File: src/rtl/local_port_input_buffer.sv
// Router-side inject buffer: credit-sized FIFO that holds PE flits for the switch
// and returns one credit per flit drained.
module local_port_input_buffer #(
  parameter int FLIT_W = 20,
  parameter int DEPTH  = 4,
  parameter int CNT_W  = 3
) (
  input  logic              clk,
  input  logic              rst,
  input  logic [FLIT_W-1:0] in,
  input  logic              vi,
  output logic              co,
  output logic [FLIT_W-1:0] o,
  output logic              vo,
  input  logic              pop,
  output logic [CNT_W-1:0]  count,
  output logic              ovf
);

  localparam int PTR_W = (DEPTH > 1) ? $clog2(DEPTH) : 1;
  localparam logic [CNT_W-1:0] FULL = CNT_W'(DEPTH);

  logic [FLIT_W-1:0] mem [DEPTH];
  logic [PTR_W-1:0]  rd_ptr_reg, rd_ptr_next;
  logic [PTR_W-1:0]  wr_ptr_reg, wr_ptr_next;
  logic [CNT_W-1:0]  count_reg, count_next;
  logic              co_reg;
  logic              ovf_reg, ovf_next;
  logic              pop_eff;
  logic              wr_eff;

  assign vo    = (count_reg != '0);
  assign o     = vo ? mem[rd_ptr_reg] : '0;
  assign count = count_reg;
  assign co    = co_reg;
  assign ovf   = ovf_reg;

  // A pop at full frees the slot the incoming flit needs in the same cycle.
  assign pop_eff = pop & vo;
  assign wr_eff  = vi & ((count_reg != FULL) | pop_eff);

  always_comb begin
    rd_ptr_next = rd_ptr_reg;
    wr_ptr_next = wr_ptr_reg;
    count_next  = count_reg;
    ovf_next    = ovf_reg;
    if (pop_eff) rd_ptr_next = rd_ptr_reg + PTR_W'(1);
    if (wr_eff)  wr_ptr_next = wr_ptr_reg + PTR_W'(1);
    if (wr_eff && !pop_eff)      count_next = count_reg + CNT_W'(1);
    else if (pop_eff && !wr_eff) count_next = count_reg - CNT_W'(1);
    if (vi && !wr_eff) ovf_next = 1'b1;
  end

  always_ff @(posedge clk) begin
    if (rst) begin
      rd_ptr_reg <= '0;
      wr_ptr_reg <= '0;
      count_reg  <= '0;
      co_reg     <= 1'b0;
      ovf_reg    <= 1'b0;
    end else begin
      rd_ptr_reg <= rd_ptr_next;
      wr_ptr_reg <= wr_ptr_next;
      count_reg  <= count_next;
      co_reg     <= pop_eff;
      ovf_reg    <= ovf_next;
    end
  end

  // Storage is deliberately left out of reset; only the pointers define contents.
  for (genvar gi = 0; gi < DEPTH; gi++) begin : g_entry
    always_ff @(posedge clk) begin
      if (!rst && wr_eff && (wr_ptr_reg == PTR_W'(gi)))
        mem[gi] <= in;
    end
  end

endmodule

File: config.mk
export PLATFORM = sky130hd
export DESIGN_NAME = local_port_input_buffer
export DESIGN_NICKNAME = d
export VERILOG_FILES = /design/src/rtl/local_port_input_buffer.sv
export SDC_FILE = /design/constraint.sdc
export NUM_CORES = 1
export LEC_CHECK = 0
export CAP_MARGIN = 15
export CORE_MARGIN = 2
export CORE_UTILIZATION = 45
export CTS_BUF_LIST = sky130_fd_sc_hd__clkbuf_8 sky130_fd_sc_hd__clkbuf_16
export CTS_CLUSTER_SIZE = 40
export DETAILED_ROUTE_END_ITERATION = 12
export PLACE_DENSITY = 0.78
export SKIP_CTS_REPAIR_TIMING = 1
export SYNTH_ARGS = -nofsm -noshare
export SYNTH_HDL_FRONTEND = slang
export SYNTH_SLANG_ARGS = --single-unit
export TNS_END_PERCENT = 100
File: constraint.sdc
create_clock -name clk -period 2.7 [get_ports clk]
set_input_delay 0.405 -clock clk [delete_from_list [all_inputs] [get_ports clk]]
set_output_delay 0.405 -clock clk [all_outputs]
set_load 0.02 [all_outputs]
# ---- Yosys cells after proc, flatten, opt, wreduce, memory -nomap -nowiden
# Memory sizes are Yosys's and may differ from the RTL's. A register that Yosys moved wholly into a read port is not among the register bits.
# Cells that the tools add are included.
# W data, S select, Z words.
dict set report totals {
  regBits 9
  mem_bits_rw 80
  inputBits 24
  wordCells 56
  mem_count 1
}
# name depth word_bits rd rd_clocked_by_memory_dff write_ports line_no
set memory_table {}
lappend memory_table {mem 4 20 1 1 1 23} ;# logic [FLIT_W-1:0] mem [DEPTH];
dict set report op_classes {
  n_addsub 4
  eq_ne 4
  mux 22
  bitwise_logic 3
  reduce_logical 17
}
# op n
set ops {}
lappend ops {{$mux W20} 4}
lappend ops {{$reduce_or A20 Y1} 3}
lappend ops {{$mux W1} 11}
lappend ops {{$mux W2} 5}
lappend ops {{$logic_and A1 B1 Y1} 8}
lappend ops {{$mux W3} 2}
lappend ops {{$add A2 B1 Y2 const B} 2}
lappend ops {{$eq A2 B2 Y1 const B} 2}
lappend ops {{$add A3 B1 Y3 const B} 1}
lappend ops {{$logic_not A1 Y1} 3}
lappend ops {{$ne A3 B3 Y1 const B} 1}
lappend ops {{$reduce_bool A3 Y1} 1}
lappend ops {{$sub A3 B1 Y3 const B} 1}
lappend ops {{$and A1 B1 Y1} 2}
lappend ops {{$eq A2 B1 Y1 const B} 1}
lappend ops {{$logic_not A2 Y1} 1}
lappend ops {{$reduce_bool A2 Y1} 1}
lappend ops {{$or A1 B1 Y1} 1}

# ---- Longest topological paths before layout
dict set report logic_depth {
  ltp_word 12
  mapped_depth 9
  mapped_depth_nobuf 9
}

# ---- Worst setup path before layout
# OpenSTA, ideal clock, no wires.
dict set report synth_timing {
  kind {reg-to-reg}
  startpoint {register count_reg[0], in the netlist count[0]}
  endpoint {memory mem[1][0] (enable)}
  setup_time_ns 0.427
  arrival_ns 2.483
  required_ns 2.273
  path_slack_ns -0.210
  stages_incl_launch_ff 4
  period_less_slack_ns 2.910
  path_cell_list {dfxtp_1 nor4b_2 or2b_4 nor3b_1}
}
dict set report synth_between {
  elab_chain_len 12
  elab_cells_between_ends 27
}
# item line_no
set synth_rtl {}
lappend synth_rtl {{start, declared} 26} ;# logic [CNT_W-1:0] count_reg, count_next;
lappend synth_rtl {{start signal, assigned} 64} ;# count_reg <= count_next;
lappend synth_rtl {{$reduce_bool A3 Y1} 32} ;# assign vo = (count_reg != '0);
lappend synth_rtl {{$and A1 B1 Y1} 39} ;# assign pop_eff = pop & vo;
lappend synth_rtl {{$or A1 B1 Y1 *} 40} ;# assign wr_eff = vi & ((count_reg != FULL) | pop_eff);
lappend synth_rtl {{$and A1 B1 Y1 *} 40}
lappend synth_rtl {{$logic_and A1 B1 Y1 *} 73} ;# if (!rst && wr_eff && (wr_ptr_reg == PTR_W'(gi)))
lappend synth_rtl {{$logic_and A1 B1 Y1} 73}
lappend synth_rtl {{$mux W1} 73}
lappend synth_rtl {{$mux W1 (not written as such)} 74} ;# mem[gi] <= in;
lappend synth_rtl {{$reduce_or A20 Y1 (no line)} --}
lappend synth_rtl {{$mux W2 (no line) or $mux W1 (tied branches) (3 in a row)} --}
lappend synth_rtl {{end, declared} 23}
# Mark *: on every way between the ends. The rest lies on a longest branch, timed or not.

==> summary.txt <==
STA
  • Fin crit period: 2.53 ns
  • Setup_tns: 0 ns
  • Final worst path period share: 0.939
  • Max-slew headroom: 0.686
  • Final Skew: about 0.0096 ns
  • Max Slew Vio Count: 0
  • Fin Hold WS: 0.495 ns
  • Hold Fails Final Rpt: 0
  • Worst-Margin Slew: about 0.47 ns
  • Final setup viols: 0
  • Max Freq: approximately 390 MHz
  • RSZ-0062 raised after global routing: false

Power
  • Cell Pwr Density: 937 nW/um^2
  • Static Leakage: 1.48 nW
  • Worst vdd ir: 0.516 mV

Logic synthesis
  • Yosys reg bits: a little over 90
  • Async set-reset flop share out of synthesis: 0
  • Synth warnings: 0
  • Top post-synthesis cells by area: edfxtp_1, mux4_2, dfxtp_1
  • Most numerous cell in the Yosys netlist: edfxtp_1
  • Mapped Cells: 181
  • Top cell type's share of synthesized area: 0.677
  • Avg Inst Size Synth: 19.6 sq um
  • Cell area after synthesis: 3550 sq um
  • Synth cell count leaders: edfxtp_1, mux4_2, nor2b_1
  • Mapped Nets: 211
  • Synth Flop Type: edfxtp_1
  • Post-synth EDFFs: 80
  • Netlist cell types: 25
  • Largest area contributor in the netlist: edfxtp_1
  • Post-synthesis sequential area ratio: 0.739

GRT
  • GR Overflow Total: 0
  • Number of global-route vias before repair: 1,849
  • First-pass GRT wire length: 9.53 mm
  • Largest net degree at the start of global routing: 24
  • Total GRT Usage: 0.153
  • Initial antenna violation count: 0

Critical path
  • CP Class: flip-flop to output pin
  • CP startpoint kind: flip-flop
  • Largest delay share family, worst path: buffers and inverters
  • CP arrival: roughly 2.1 ns
  • FF-to-FF Start: count[0]
  • Critical Path End Type: output pin
  • CP Max Fanout: 20
  • CP bufs+invs: 2
  • Critical-path cell list: buf_12 -> mux4_2 -> nor2b_1 -> clkdlybuf4s50_1
  • Slowest cell on the critical path: clkdlybuf4s50_1
  • Crit path largest cell delay: 0.55 ns
  • Critical Path RT: approximately 2.3 ns

Route
  • Vias: approximately 1,800
  • Drt via density: 5.08
  • # DRC: 0
  • Avg WL per Cell: 17.1 um
  • Drt total wl: ~6.1 mm
  • Initial drt markers: 85
  • Detail Route Antenna Nets: 0
  • Drt pass-1 iters: 4

Floorplan
  • Initial Util: 0.462
  • Num ports: 50
  • Row cnt: 32
  • Die width: 92.8 um
  • Die ar.: 8610 sq um
  • Core area: 7690 sq um
  • Die H: 92.8 um

Finish
  • Final Core Density: 0.583
  • N_diodes: 0
  • Max reg flops: 80
  • Final Non-Filler Cells: 355
  • Area Overhead vs Synth: 26.2%
  • Layout cells sized above 1: 0.237
  • Post-route cell area: 4480 sq um
  • Nets: 278

Place
  • RePlAce Congestion: 0.734
  • DP Wirelength: 4.05 mm
  • Post-DP Area: 4280 sq um
  • IO buf count: 49
  • Placed Cells: 339

Clock tree
  • Clk_lat worst skew: 0.36 ns
  • Clk buf depth: 2
  • H-tree Lvls: 3
  • Clk slew on worst S/H paths: roughly 0.09 ns
  • Total CTS buffers: 9
  • CTS tree: built
  • Root buffer cell: clkbuf_8
  • TritonCTS Sinks: 91

Hold path
  • Min-Delay Path Class: flip-flop to flip-flop
  • Hold path start: ovf

Run status
  • Status: completed

Run
  • Max Cap Violations: 0
-- layer usage --
layer / share of wire / GRT usage
met1: 0.45 / 0.197
met5: 0 / 0
met2: 0.48 / 0.239
met4: 0.024 / 0.0748
met3: 0.048 / 0.0439
-- cell usage in the layout, fill, tap and decap left out, drive strengths merged --
master and count:
a21oi 3, buf 14, bufinv 1, clkbuf 9
clkdlybuf4s50 49, clkinvlp 1, dfxtp 11, edfxtp 80
fa 1, ha 5, inv 10, mux2 1
mux2i 2, mux4 20, nand2 1, nand2b 2
nor2 8, nor2b 20, nor3 1, nor3b 4
nor4b 1, o21ai 2, o31ai 1, or2b 1
or3 2, xor2 3
-- area by class of cell --
| class | count | area (sq um) |
|---|---|---|
| Clock buffer | 9 | 124 |
| Clock inverter | 7 | 81.3 |
| Fill cell | 589 | 3210 |
| Inverter | 5 | 18.8 |
| Multi-Input combinational cell | 78 | 897 |
| Sequential cell | 91 | 2620 |
| Tap cell | 102 | 128 |
| Timing Repair Buffer | 63 | 608 |
-- cells by family after synthesis --
logic type / after synthesis / share of synthesized area
flops: 91 / 0.739
simple gates: 40 / 0.0691
mux: 23 / 0.137
buf+inv: 12 / 0.0155
compound gates: 6 / 0.00916
fa+ha+maj: 6 / 0.0233
xor+xnor: 3 / 0.00740
-- worst paths after layout --
| kind | to | slack, ns | cells after the start |
|---|---|---|---|
| worst max-delay path | o[12] | 0.17 | 4 |
| worst min-delay path | ovf | 0.50 | 2 |
| worst max register to register | count[2] | 0.43 | 9 |
| worst min register to register | ovf | 0.50 | 2 |
-- stage by stage --
stage | setup WS (ns) | power (mW)
final | 0.166 | 4.20
after global routing | 0.0662 | 4.39
after CTS | 0.135 | 4.25
after detailed placement | 0.0410 | 3.32
after global placement | 0.116 | 3.29
after floorplan | -0.210 | 2.64
-- where the power goes --
part	switching (mW)	leakage [nW]	total (mW)	internal, mW
Sequential	0.0709	0.817	1.70	1.63
Combinational	0.768	0.560	1.55	0.787
Clock	0.495	0.102	0.939	0.444
-- tightest hold or removal path, cell delays in order, from the launching register on --
cell and delay [ns]:
dfxtp_1 0.34, a21oi_1 0.05, nor2_1 0.07
No activity file was read; power rests on OpenSTA's default activity.
